==> src/rtl/decode_cycle.sv <==
// RV32I decode stage: instruction decode, immediate extension, 2R/1W register
// file with write-through bypass, and the ID/EX pipeline register.
module decode_cycle #(
  parameter int unsigned XLEN  = 32,
  parameter int unsigned NREGS = 32
) (
  input  logic                     clk,
  input  logic                     rst,
  input  logic [31:0]              InstrD,
  input  logic [XLEN-1:0]          PCD,
  input  logic [XLEN-1:0]          PCPlus4D,
  input  logic                     RegWriteW,
  input  logic [$clog2(NREGS)-1:0] RDW,
  input  logic [XLEN-1:0]          ResultW,
  input  logic                     FlushE,
  output logic                     RegWriteE,
  output logic [1:0]               ResultSrcE,
  output logic                     MemWriteE,
  output logic                     JumpE,
  output logic                     BranchE,
  output logic [2:0]               ALUControlE,
  output logic                     ALUSrcE,
  output logic [XLEN-1:0]          RD1E,
  output logic [XLEN-1:0]          RD2E,
  output logic [XLEN-1:0]          ImmExtE,
  output logic [$clog2(NREGS)-1:0] RS1E,
  output logic [$clog2(NREGS)-1:0] RS2E,
  output logic [$clog2(NREGS)-1:0] RDE,
  output logic [XLEN-1:0]          PCE,
  output logic [XLEN-1:0]          PCPlus4E
);

  localparam int unsigned AW = $clog2(NREGS);

  localparam logic [6:0] OP_LOAD  = 7'b0000011;
  localparam logic [6:0] OP_STORE = 7'b0100011;
  localparam logic [6:0] OP_RTYPE = 7'b0110011;
  localparam logic [6:0] OP_IALU  = 7'b0010011;
  localparam logic [6:0] OP_BEQ   = 7'b1100011;
  localparam logic [6:0] OP_JAL   = 7'b1101111;

  localparam logic [2:0] ALU_ADD = 3'b000;
  localparam logic [2:0] ALU_SUB = 3'b001;
  localparam logic [2:0] ALU_AND = 3'b010;
  localparam logic [2:0] ALU_OR  = 3'b011;
  localparam logic [2:0] ALU_SLT = 3'b101;

  localparam logic [1:0] RES_ALU = 2'b00;
  localparam logic [1:0] RES_MEM = 2'b01;
  localparam logic [1:0] RES_PC4 = 2'b10;

  typedef struct packed {
    logic            reg_write;
    logic [1:0]      result_src;
    logic            mem_write;
    logic            jump;
    logic            branch;
    logic [2:0]      alu_ctl;
    logic            alu_src;
    logic [XLEN-1:0] rd1;
    logic [XLEN-1:0] rd2;
    logic [XLEN-1:0] imm;
    logic [AW-1:0]   rs1;
    logic [AW-1:0]   rs2;
    logic [AW-1:0]   rd;
    logic [XLEN-1:0] pc;
    logic [XLEN-1:0] pc_plus4;
  } idex_t;

  logic [XLEN-1:0] regs_q [NREGS];
  idex_t           idex_d;
  idex_t           idex_q;

  logic [6:0]      opcode_c;
  logic [2:0]      funct3_c;
  logic            funct7b5_c;
  logic [AW-1:0]   rs1_c;
  logic [AW-1:0]   rs2_c;
  logic [AW-1:0]   rd_c;
  logic            wr_en_c;
  logic [XLEN-1:0] rd1_c;
  logic [XLEN-1:0] rd2_c;
  logic [XLEN-1:0] imm_i_c;
  logic [XLEN-1:0] imm_s_c;
  logic [XLEN-1:0] imm_b_c;
  logic [XLEN-1:0] imm_j_c;

  function automatic logic [2:0] alu_from_f3(input logic [2:0] f3, input logic sub);
    logic [2:0] op;
    case (f3)
      3'b000:  op = sub ? ALU_SUB : ALU_ADD;
      3'b010:  op = ALU_SLT;
      3'b110:  op = ALU_OR;
      3'b111:  op = ALU_AND;
      default: op = ALU_ADD;
    endcase
    return op;
  endfunction

  assign opcode_c   = InstrD[6:0];
  assign funct3_c   = InstrD[14:12];
  assign funct7b5_c = InstrD[30];
  assign rs1_c      = InstrD[15 +: AW];
  assign rs2_c      = InstrD[20 +: AW];
  assign rd_c       = InstrD[7 +: AW];

  assign imm_i_c = {{(XLEN-12){InstrD[31]}}, InstrD[31:20]};
  assign imm_s_c = {{(XLEN-12){InstrD[31]}}, InstrD[31:25], InstrD[11:7]};
  assign imm_b_c = {{(XLEN-12){InstrD[31]}}, InstrD[7], InstrD[30:25], InstrD[11:8], 1'b0};
  assign imm_j_c = {{(XLEN-20){InstrD[31]}}, InstrD[19:12], InstrD[20], InstrD[30:21], 1'b0};

  assign wr_en_c = RegWriteW && (RDW != '0);

  // Register file: x0 is never written, so it stays at its reset value of 0.
  always_ff @(posedge clk or negedge rst) begin
    if (!rst) begin
      for (int unsigned i = 0; i < NREGS; i++) begin
        regs_q[AW'(i)] <= '0;
      end
    end else if (wr_en_c) begin
      regs_q[RDW] <= ResultW;
    end
  end

  // Combinational read with write-through so a same-cycle writeback is seen.
  always_comb begin
    rd1_c = '0;
    rd2_c = '0;
    if (rs1_c != '0) begin
      rd1_c = (wr_en_c && (RDW == rs1_c)) ? ResultW : regs_q[rs1_c];
    end
    if (rs2_c != '0) begin
      rd2_c = (wr_en_c && (RDW == rs2_c)) ? ResultW : regs_q[rs2_c];
    end
  end

  // Control decode; unknown opcodes leave every control bit low (bubble).
  always_comb begin
    idex_d          = '0;
    idex_d.rd1      = rd1_c;
    idex_d.rd2      = rd2_c;
    idex_d.rs1      = rs1_c;
    idex_d.rs2      = rs2_c;
    idex_d.rd       = rd_c;
    idex_d.pc       = PCD;
    idex_d.pc_plus4 = PCPlus4D;
    case (opcode_c)
      OP_LOAD: begin
        idex_d.reg_write  = 1'b1;
        idex_d.alu_src    = 1'b1;
        idex_d.result_src = RES_MEM;
        idex_d.imm        = imm_i_c;
        idex_d.alu_ctl    = ALU_ADD;
      end
      OP_STORE: begin
        idex_d.mem_write = 1'b1;
        idex_d.alu_src   = 1'b1;
        idex_d.imm       = imm_s_c;
        idex_d.alu_ctl   = ALU_ADD;
      end
      OP_RTYPE: begin
        idex_d.reg_write = 1'b1;
        idex_d.alu_ctl   = alu_from_f3(funct3_c, funct7b5_c);
      end
      OP_IALU: begin
        idex_d.reg_write = 1'b1;
        idex_d.alu_src   = 1'b1;
        idex_d.imm       = imm_i_c;
        idex_d.alu_ctl   = alu_from_f3(funct3_c, 1'b0);
      end
      OP_BEQ: begin
        idex_d.branch  = 1'b1;
        idex_d.imm     = imm_b_c;
        idex_d.alu_ctl = ALU_SUB;
      end
      OP_JAL: begin
        idex_d.jump       = 1'b1;
        idex_d.reg_write  = 1'b1;
        idex_d.result_src = RES_PC4;
        idex_d.imm        = imm_j_c;
        idex_d.alu_ctl    = ALU_ADD;
      end
      default: begin
        idex_d.result_src = RES_ALU;
      end
    endcase
  end

  // ID/EX register; a flush inserts the same all-zero bubble as reset.
  always_ff @(posedge clk or negedge rst) begin
    if (!rst) begin
      idex_q <= '0;
    end else if (FlushE) begin
      idex_q <= '0;
    end else begin
      idex_q <= idex_d;
    end
  end

  assign RegWriteE   = idex_q.reg_write;
  assign ResultSrcE  = idex_q.result_src;
  assign MemWriteE   = idex_q.mem_write;
  assign JumpE       = idex_q.jump;
  assign BranchE     = idex_q.branch;
  assign ALUControlE = idex_q.alu_ctl;
  assign ALUSrcE     = idex_q.alu_src;
  assign RD1E        = idex_q.rd1;
  assign RD2E        = idex_q.rd2;
  assign ImmExtE     = idex_q.imm;
  assign RS1E        = idex_q.rs1;
  assign RS2E        = idex_q.rs2;
  assign RDE         = idex_q.rd;
  assign PCE         = idex_q.pc;
  assign PCPlus4E    = idex_q.pc_plus4;

endmodule

==> config.mk <==
export PLATFORM = sky130hd
export DESIGN_NAME = decode_cycle
export DESIGN_NICKNAME = d
export VERILOG_FILES = /design/src/rtl/decode_cycle.sv
export SDC_FILE = /design/constraint.sdc
export NUM_CORES = 2
export LEC_CHECK = 0
export ABC_CLOCK_PERIOD_IN_PS = 1900
export BUFFER_PORTS_ARGS = -buffer_cell sky130_fd_sc_hd__buf_4
export CAP_MARGIN = 20
export CORE_ASPECT_RATIO = 1.75
export CORE_MARGIN = 3
export CORE_UTILIZATION = 56
export CTS_CLUSTER_SIZE = 8
export DETAILED_ROUTE_END_ITERATION = 10
export GPL_TIMING_DRIVEN = 0
export PLACE_DENSITY = 0.77
export SLEW_MARGIN = 20
export SYNTH_ARGS = -nofsm -noshare
export SYNTH_HDL_FRONTEND = slang
export SYNTH_SLANG_ARGS = --single-unit
==> constraint.sdc <==
create_clock -name clk -period 1.9 [get_ports clk]
set_input_delay 0 -clock clk [delete_from_list [all_inputs] [get_ports clk]]
set_output_delay 0 -clock clk [all_outputs]
set_load 0.01 [all_outputs]
# Yosys cells after proc, flatten, opt, wreduce, memory -nomap -nowiden
# Index checks and enable logic that the tools add are counted.
op_classes:
  order_cmp: 4
  n_reduce_logical: 11
  n_eq_ne: 11
  n_mux: 25
  n_bitwise: 3
op_table:
  columns: ["operator", "count"]
  rows:
  - ["$bwmux W1024", 1]
  - ["$bmux W32 S5", 2]
  - ["$mux W32", 9]
  - ["$mux W185", 1]
  - ["$demux W32 S5", 1]
  - ["$pmux W32 S4", 1]
  - ["$ge A6 B6 Y1 const B", 3]
  - ["$not A5 Y6", 3]
  - ["$pmux W3 S3", 2]
  - ["$reduce_bool A5 Y1", 3]
  - ["$eq A7 B6 Y1 const B", 2]
  - ["$eq A7 B7 Y1 const B", 2]
  - ["$pmux W3 S4", 1]
  - ["$eq A5 B5 Y1", 2]
  - ["$eq A7 B2 Y1 const B", 1]
  - ["$eq A7 B5 Y1 const B", 1]
  - ["$eq A3 B3 Y1 const B", 2]
  - ["$lt A6 B1 Y1 const B", 1]
  - ["$mux W1", 6]
  - ["$logic_and A1 B1 Y1", 4]
  - ["$pmux W2 S2", 1]
  - ["$reduce_or A4 Y1", 1]
  - ["$eq A3 B2 Y1 const B", 1]
  - ["$logic_not A3 Y1", 1]
  - ["2 further kinds", 2]
word_totals:
  out_inout_bits: 185
  in_bits: 137
  ff_bits: 1209
  elab_cells: 101

# Depth between registers and ports, before layout
depth:
  ltp_word: 7
  depth_mapped: 9
  ltp_nobuf: 5

# Least setup slack after synthesis
# Ideal clock, no wire load.
synth_path:
  kind: "input-to-reg"
  start: "in InstrD[20]"
  end: "reg idex_q (netlist bit RD2E[19])"
  t_required_ns: 1.778
  setup_time_ns: 0.122
  path_buffers: 3
  stages: 7
  path_slack_ns: 0.187
  arrival_time_ns: 1.592
  cell_sequence: "buf_4 buf_4 buf_2 mux4_2 a22oi_1 nand3_1 a32o_1"
synth_between:
  elab_chain_cells: 7
  word_cells_on_any_way: 10
  cone_classes: "eq/ne (1); mux (6); bitwise (1); reduce/logical (2)"
synth_lines:
  columns: ["element", "line", "rtl"]
  rows:
  - ["from (decl)", "9", "input logic [31:0] InstrD,"]
  - ["$not A5 Y6 (not written as such)", "133", "rd2_c = (wr_en_c && (RDW == rs2_c)) ? ResultW : regs_q[rs2_c];"]
  - ["$bmux W32 S5", "133", null]
  - ["$mux W32 (not written as such) (2 in a row)", "133", null]
  - ["$mux W32", "133", null]
  - ["$mux W32 (*)", "132", "if (rs2_c != '0) begin"]
  - ["$mux W185 (*)", "193", "end else if (FlushE) begin"]
  - ["to (signal assigned)", "196", "idex_q <= idex_d;"]
  - ["to (decl)", "72", "idex_t idex_q;"]
# Mark *: on every way between the ends. The rest lies on a longest branch, timed or not. The select of a mux whose other input is x is not followed.
# A chain may end at the register's enable or synchronous reset.

# Worst setup path after layout
layout_path:
  start: "in InstrD[21]"
  end: "reg idex_q (netlist bit RD2E[22])"
# The elaborated chain is that of the path after synthesis.

==> qor.csv <==
metric,value,unit
worst_slack,-320,ps
clk_pin_slew,50,ps
drtAntennaViolNets,0,
yosysTopAreaCell,dfrtp_1,
route.vias.total,46200,
cts-root-buf,clkbuf_16,
vdd_ir_drop_max,1.10,mV
cts_hold_buf,212,
hold_violations,530,
grt_pass1_wl,361,mm
period_minus_slack,2220,ps
async_reset_ff_share,100,%
synthXorXnorAreaFrac,0.145,%
routed_via_density,7.60,
clkLatencyLatePin,840,ps
max_slew_margin,3.75,%
syn_area_per_cell,15.2,um^2
yosysMostFrequentCell,dfrtp_1,
core.rowCount,158,
rsz0062_at_grt,true,
yosysUniqueCellTypes,57,
path_class,input port to flop,
start_util,56.7,%
synth_edf_count,0,
crit_fanout,11,
grt_max_degree,148,
drtIter0Drc,6670,
synth.area.mux_share,39.0,%
dp.cells,5645,
fmax,450,MHz
violations,"design-rule violations, negative hold slack, negative setup slack",
grt_usage,47.9,%
grt_pass1_vias,47200,
crit_required,2570,ps
final_max_slew_viol_count,0,
synth_compound_area_share,4.12,%
stdcell_count,6073,
start_kind,input port,
cts_buffer_depth,3,
synthSimpleGateAreaFrac,3.39,%
power,77.0,mW
wire_per_inst,43.5,um
fin_worst_skew,25.7,ps
place_hpwl,172,mm
maxCapViolations,0,
r2r_cells,5,
status,"finished, violations left",
r2r_start,regs_q[908],
synth-warning-count,0,
antenna_found_initial,28,
ys_seq_area_share,49.7,%
area_delta_synth_final,20.2,%
drive_gt1_share,50.6,%
finalSetupTns,-5900,ps
cts_tree,built,
synth_top_family_by_area,multiplexers,
grt_overflow,0,
die_h,440,um
setup_viol,55,
htreeDepth,4,
synth_fa_ha_area_share,0,%
fillers,7097,
dr.pass1.iters,11,
yosys-top-cells-area,"dfrtp_1, mux4_2, mux2_2",
route.detailed.drc,1,
r2r_slack,-310,ps
io_pins,322,
synth_cells,3954,
synthesis.nets,4091,
syn-cell-area,60300,um^2
cts_made_buffers,167,
powerDensity,1060,nW/um^2
fin_nets,4817,
tightest_slew,1440,ps
whs,-862,ps
cts_sinks,1197,
ys_ff_latch,1197,
p_leak,32.0,nW
layout_worst_path_cycle_share,117,%
gp_congestion,1.06,
core,106000,um^2
io_buffers,315,
synth_top_flop_cell,dfrtp_1,
reg2reg_to,RD1E[12],
cp-end-kind,flop,
worstPathArrival,2890,ps
critPathLaunch,InstrD[21],
yosys-top-cells-count,"dfrtp_1, mux2_2, mux4_2",
die-width,254,um
worstHoldPathType,input port to asynchronous set/reset pin,
synth_top_area_share,49.7,%
die_area,112000,um^2
wirelength,264,mm
-- sequential cells by signal, indices dropped and copies added, names as in the netlist, 3 cells and up --
name / flops
regs_q: 1024
PCE: 32
PCPlus4E: 32
RD1E: 32
RD2E: 32
ImmExtE: 21
RDE: 5
RS1E: 5
RS2E: 5
ALUControlE: 3
-- area by class of cell --
type / instances / area (um^2) / share of cell area (%)
clock inverters: 13 / 209 / 0.288
inverters: 4 / 15.0 / 0.0207
multi-input cells: 2304 / 29000 / 40.0
plain buffers: 448 / 2350 / 3.25
flip-flops and latches: 1197 / 30000 / 41.3
clock buffers: 171 / 4250 / 5.86
well taps: 1360 / 1700 / 2.35
diodes: 18 / 45.0 / 0.0622
repair buffers: 558 / 4960 / 6.85
-- through the flow --
stage          utilization (%)  cell area [um^2]  setup slack [ps]
6_report                  68.1             72400              -320
5_1_grt                   68.1             72400              -364
4_1_cts                   67.6             71800              -183
3_5_place_dp              60.9             64700             -1690
3_3_place_gp              60.5             64300            -13510
2_1_floorplan                -             60300               187
-- cells in the final DEF, fill, tap and decap left out, types with 46 or more instances in the layout --
cell | netlist | layout
dfrtp_1 | 1197 | 1197
mux2_2 | 957 | 957
mux4_2 | 503 | 503
buf_4 | 42 | 379
dlygate4sd3_1 | 0 | 211
clkbuf_16 | 0 | 169
clkbuf_1 | 204 | 154
nor2b_1 | 146 | 127
buf_2 | 113 | 110
mux2i_1 | 100 | 91
a211oi_1 | 131 | 74
nand2_1 | 53 | 53
clkbuf_2 | 0 | 47
nor2_1 | 51 | 46
-- worst max path at each step --
stage,cells after the start,end,slack (ps)
detailed placement,8,RD2E[21],-1690
CTS,5,RD2E[22],-180
finish,9,RD2E[22],-320
floorplan,7,RD2E[19],190
global route,9,ImmExtE[11],-360
global placement,1,RD2E[28],-13510
-- report_power, final --
group,switching (mW),internal (mW),leakage (nW)
registers,3.31,29.9,15.4
logic,7.72,8.74,14.4
clock network,11.6,15.7,2.18
-- cell families after synthesis --
family                 Yosys count
buffers and inverters          453
XOR/XNOR                        10
flip-flops                    1197
multiplexers                  1596
AND/OR/NAND/NOR                370
AO/OA/AOI/OAI                  328
-- worst max-delay path: stages --
cell and delay (ps):
buf_4 140, buf_2 330, buf_2 440, buf_4 470, mux4_2 400, a22oi_2 550
nand4_1 260, nor2_1 170, nor3_2 80
-- repair_timing --
item,in CTS,in global routing
endpoints found under the setup margin,65,69
resized for setup,124,127
endpoints found under the hold margin,1463,530
pin swaps,54,46
setup buffers,0,12
-- layer usage --
| layer | global-route usage (%) | vias up | wire length, um |
|---|---|---|---|
| met3 | 23.2 | 1788 | 36100 |
| li1 | - | 16500 | - |
| met5 | 0.714 | - | 195 |
| met4 | 48.8 | 18 | 36200 |
| met1 | 49.5 | 23600 | 78000 |
| met2 | 69.0 | 4255 | 114000 |
(Power assumes the default switching activity.)
